`src/rtl/spike_aer_encoder.sv`:
```
// Spike-to-AER encoder: latches per-neuron spikes and serialises them lowest-index-first
// into a FWFT event FIFO. Define SPIKE_AER_TIMESTAMP_EN to tag each event with a timestep.
module spike_aer_encoder #(
  parameter int unsigned NUM_NEURONS = 16,
  parameter int unsigned FIFO_DEPTH  = 8,
  parameter int unsigned TS_W        = 8,
  localparam int unsigned ADDR_W     = (NUM_NEURONS > 1) ? $clog2(NUM_NEURONS) : 1,
  localparam int unsigned CNT_W      = $clog2(FIFO_DEPTH + 1)
) (
  input  logic                   clk_i,
  input  logic                   rst_i,
  input  logic [NUM_NEURONS-1:0] spike_i,
  output logic                   ev_valid_o,
  input  logic                   ev_ready_i,
  output logic [ADDR_W-1:0]      ev_addr_o,
  output logic [CNT_W-1:0]       fifo_count_o,
  output logic                   coalesce_o,
  output logic                   busy_o
`ifdef SPIKE_AER_TIMESTAMP_EN
  ,
  input  logic                   tick_i,
  output logic [TS_W-1:0]        ev_ts_o
`endif
);

  localparam int unsigned PTR_W = $clog2(FIFO_DEPTH);
`ifdef SPIKE_AER_TIMESTAMP_EN
  localparam int unsigned TSF_W = TS_W;
`else
  localparam int unsigned TSF_W = 0 * TS_W;
`endif
  localparam int unsigned ENTRY_W = ADDR_W + TSF_W;

  logic [NUM_NEURONS-1:0] r_pending_p0;
  logic                   r_coalesce;
  logic [NUM_NEURONS-1:0] w_grant_vec;
  logic [ADDR_W-1:0]      w_grant_idx;
  logic                   w_any;
  logic                   w_can_accept;
  logic                   w_push;
  logic                   w_pop;
  logic                   w_valid;

  logic [ENTRY_W-1:0]     r_mem_p1 [FIFO_DEPTH];
  logic [PTR_W-1:0]       r_wptr;
  logic [PTR_W-1:0]       r_rptr;
  logic [CNT_W-1:0]       r_count;
  logic [ENTRY_W-1:0]     w_wdata;
  logic [ENTRY_W-1:0]     w_head;

  // Stage p0: spike capture and lowest-index grant
  always_comb begin
    w_grant_idx = '0;
    for (int i = int'(NUM_NEURONS) - 1; i >= 0; i--) begin
      if (r_pending_p0[i]) w_grant_idx = ADDR_W'(i);
    end
  end

  assign w_any        = |r_pending_p0;
  assign w_valid      = (r_count != '0);
  assign w_pop        = w_valid & ev_ready_i;
  assign w_can_accept = (r_count < CNT_W'(FIFO_DEPTH)) | w_pop;
  assign w_push       = w_any & w_can_accept;
  assign w_grant_vec  = w_push ? (NUM_NEURONS'(1) << w_grant_idx) : '0;

  // A re-asserted spike on the granted bit is a fresh event, not a merge
  always_ff @(posedge clk_i or posedge rst_i) begin
    if (rst_i) begin
      r_pending_p0 <= '0;
      r_coalesce   <= 1'b0;
    end else begin
      r_pending_p0 <= (r_pending_p0 & ~w_grant_vec) | spike_i;
      if (|(spike_i & r_pending_p0 & ~w_grant_vec)) r_coalesce <= 1'b1;
    end
  end

`ifdef SPIKE_AER_TIMESTAMP_EN
  logic [TS_W-1:0] r_ts;

  always_ff @(posedge clk_i or posedge rst_i) begin
    if (rst_i)       r_ts <= '0;
    else if (tick_i) r_ts <= r_ts + TS_W'(1);
  end

  assign w_wdata = {r_ts, w_grant_idx};
  assign ev_ts_o = w_valid ? w_head[ENTRY_W-1:ADDR_W] : '0;
`else
  assign w_wdata = w_grant_idx;
`endif

  // Stage p1: event FIFO, first-word-fall-through
  always_ff @(posedge clk_i) begin
    if (w_push) r_mem_p1[r_wptr] <= w_wdata;
  end

  always_ff @(posedge clk_i or posedge rst_i) begin
    if (rst_i) begin
      r_wptr  <= '0;
      r_rptr  <= '0;
      r_count <= '0;
    end else begin
      if (w_push) r_wptr <= r_wptr + PTR_W'(1);
      if (w_pop)  r_rptr <= r_rptr + PTR_W'(1);
      case ({w_push, w_pop})
        2'b10:   r_count <= r_count + CNT_W'(1);
        2'b01:   r_count <= r_count - CNT_W'(1);
        default: r_count <= r_count;
      endcase
    end
  end

  // Head is masked while empty so stale storage never reaches the outputs
  assign w_head       = r_mem_p1[r_rptr];
  assign ev_valid_o   = w_valid;
  assign ev_addr_o    = w_valid ? w_head[ADDR_W-1:0] : '0;
  assign fifo_count_o = r_count;
  assign coalesce_o   = r_coalesce;
  assign busy_o       = w_any | w_valid;

endmodule

```
`config.mk`:
```
export PLATFORM = sky130hd
export DESIGN_NAME = spike_aer_encoder
export DESIGN_NICKNAME = d
export VERILOG_FILES = /design/src/rtl/spike_aer_encoder.sv
export SDC_FILE = /design/constraint.sdc
export NUM_CORES = 1
export LEC_CHECK = 0
export CAP_MARGIN = 20
export CORE_MARGIN = 2
export CORE_UTILIZATION = 35
export CTS_BUF_LIST = sky130_fd_sc_hd__clkbuf_8
export DETAILED_ROUTE_END_ITERATION = 16
export DONT_BUFFER_PORTS = 1
export PLACE_DENSITY = 0.48
export REMOVE_ABC_BUFFERS = 1
export SYNTH_ARGS = -nofsm -noshare
export SYNTH_HDL_FRONTEND = slang
export SYNTH_SLANG_ARGS = --single-unit
export TNS_END_PERCENT = 30
```
`constraint.sdc`:
```
create_clock -name clk_i -period 7.39 [get_ports clk_i]
set_clock_uncertainty 0.15 [all_clocks]
set_input_delay 1.1085 -clock clk_i [delete_from_list [all_inputs] [get_ports clk_i]]
set_output_delay 1.1085 -clock clk_i [all_outputs]
set_load 0.005 [all_outputs]
```
==> summary.md <==
| Metric | Value |
|---|---|
| Number of global-route vias before repair | 1957 |
| Leakage power | 1.230 nW |
| Worst Slack Setup Final | roughly 4.2 ns |
| Post-route ant nets | 0 |
| First-pass GRT wire length | 10730 um |
| Area delta synth->final | 10.06% |
| Sequential share of the synthesized area | about 54% |
| Netlist cell types | 57 |
| Met3 usage | 5.636% |
| CTS Buffer Depth | 2 |
| DIE WIDTH | 96.74 um |
| Fin crit period | 3.186 ns |
| Post-synth top area share | a little under a third |
| Postcts setup bufs | 0 |
| Setup violators final | 0 |
| Critical Path Fanout Max | 7 |
| Starting Density | between 30 and 40% |
| Max-slew violation count | 0 |
| Drt first-iter violations | 94 |
| Pre-CTS worst setup slack | approximately 4.3 ns |
| Initial antenna violation count | 0 |
| Largest net degree at the start of global routing | 28 |
| Power Dens Cells | about 320 nW/um^2 |
| Max_slew headroom | a little under two fifths |
| Aggregate global routing overflow | 0 |
| Total Routing Usage GR | 15.03% |
| Fmax | between 300 and 400 MHz |
| Number of clock sinks | just under 60 |
| Commonest non-fill, non-tap cells in the layout | edfxtp_1, nor2_1, dfrtp_1 |
| DP Wirelength | 4834 um |
| Ys Warns | 0 |
| Final TNS setup | 0 ns |
| Worst-path cell chain | or4_1 -> nor3_1 -> nand2_1 |
| Post-Syn Instances | 248 |
| Clk slew on worst S/H paths | 0.07 ns |
| Post-CTS Resized | 0 |
| DR pass1 iterations | 4 |
| Die height | about 97 um |
| Fin. Hold Viols | 0 |
| Hold Path Cell Cnt | 1 |
| Slowest-stage cell, CP | or4_1 |
| # nets final | 279 |
| Mapped cell area | 3010 sq um |
| Min-delay worst type | reg2reg |
| Gp weighted congestion | 0.9289 |
| Status | completed |
| # H-tree levels | 3 |
| CTS buffer count | 9 |
| Clock root buffer | clkbuf_8 |
| Crit-path leading delay family | simple AND/OR/NAND/NOR gates |
| Via count | 1944 |
| WP depth | 3 |
| Drt drc | 0 |
| Row cnt | 33 |
| Met2 Use GR | between 20% and 30% |
| Hold Buf Count CTS | 0 |
| R2R Setup Slk | 4.31 ns |
| Most common cell after layout, fill and taps aside | edfxtp_1 |
| Dominant cell type by area after synthesis | edfxtp_1 |
| Max Cap Viol | 0 |
| Worst Reg-to-Reg Cells | 11 |
| Worst skew pair latency | approximately 0.34 ns |
| Fraction of layout cells with a size suffix above 1 | 15.44% |
| CTS tree | done |
| Maximum vdd drop | 90.62 uV |
| Grt met1 use | 20.22% |
| Post-synthesis register bit count | 59 |
| Dominant synthesized flop cell | edfxtp_1 |
| Syn_area_per_cell | 12.14 sq um |
| Max incr delay on CP | 0.63 ns |
| Final antenna diode count | 0 |
| Post-synth EDFFs | 32 |
| Tcrit/Tclk final | 43.12% |
| Async S/R FF share, synth | 45.76% |
| Routed wire per std cell | 18.27 um |
| GR peak layer | met2 |
| CP Class | reg2out |
| CP required | 6.13 ns |
| Io pins | 30 |
| Worst-Margin Slew | ~0.94 ns |
| Core Util, Final | 40.12% |
| Routed wire length | 6649 um |
| Top post-synthesis cells by area | edfxtp_1, dfrtp_1, mux4_2 |
| Setup crit end kind | output pin |
| CP Launch Type | flip-flop |
| Vias per cell | ~5.3 |
| PortBufs | 0 |
| Crit path buffers/inverters | 0 |
| Core box area | a little over 8000 sq um |
| Unrepaired setup endpoints after global routing | false |
| Die Area | about 9400 sq um |
| Crit path arrival time | 1.93 ns |
==> synth_stat cells (4+ instances only) <==
cell / instances
nand2_1: 25
a21o_1: 15
nand2b_1: 5
nor2_1: 27
dfrtp_1: 27
a21oi_1: 6
nor3_1: 4
mux2i_1: 5
inv_1: 15
clkbuf_1: 4
nand3_1: 5
ha_1: 5
xnor2_1: 5
o21ai_0: 5
mux4_2: 8
edfxtp_1: 32
==> cell type report <==
| type | count | area [sq um] |
|---|---|---|
| repair buffers | 2 | 12.51 |
| inverters | 15 | 56.30 |
| multi-input cells | 167 | 1282 |
| fillers | 815 | 4945 |
| flip-flops and latches | 59 | 1637 |
| clock buffers | 10 | 137.6 |
| clock inverters | 6 | 56.30 |
| well taps | 105 | 131.4 |
==> kinds of logic (layout without fill, tap and decap cells) <==
kind of cell | Yosys count | count (layout) | share of synthesized area [%]
buf+inv | 22 | 33 | 3.033
xor+xnor | 8 | 8 | 2.328
simple gates | 86 | 86 | 15.09
mux | 15 | 15 | 8.396
compound gates | 52 | 52 | 14.05
flops | 59 | 59 | 54.36
fa+ha+maj | 6 | 6 | 2.743
==> stage by stage <==
stage | area (sq um) | total power, mW | std cells | hold WS [ns]
6_report | 3313 | 1.071 | 364 | 0.3509
5_1_grt | 3313 | 1.139 | 364 | 0.3818
4_1_cts | 3313 | 1.089 | 364 | 0.3497
3_5_place_dp | 3119 | 0.7946 | 348 | 0.3354
3_3_place_gp | 3114 | 0.7897 | 347 | 0.3321
2_1_floorplan | 2975 | 0.7171 | 241 | 0.3094
==> flip-flops by register name, indices dropped and copies added (netlist names) <==
signal / count
r_rptr: 3
r_wptr: 3
coalesce_o: 1
r_pending_p0: 16
fifo_count_o: 4
r_mem_p1: 32
==> power breakdown <==
| group | internal [mW] | switching, mW | total, mW |
|---|---|---|---|
| Clock | 0.162 | 0.127 | 0.289 |
| Combinational | 0.136 | 0.139 | 0.275 |
| Sequential | 0.429 | 0.0778 | 0.507 |
==> per-layer routing <==
metal  up-vias  part of all wire, %
li1        935                    -
met1       959                   47
met2        44                   46
met3         6                  6.1
met4         0                  1.2
met5         -                    0
==> final timing paths <==
| kind | from | to |
|---|---|---|
| setup / recovery | r_pending_p0[11] | busy_o |
| hold / removal | r_wptr[2] | r_wptr[2] |
| setup reg to reg | r_pending_p0[11] | fifo_count_o[3] |
| hold reg to reg | r_wptr[2] | r_wptr[2] |
| max in group asynchronous | rst_i | r_pending_p0[9] |
| min in group asynchronous | rst_i | fifo_count_o[0] |
(Power assumes the default switching activity.)
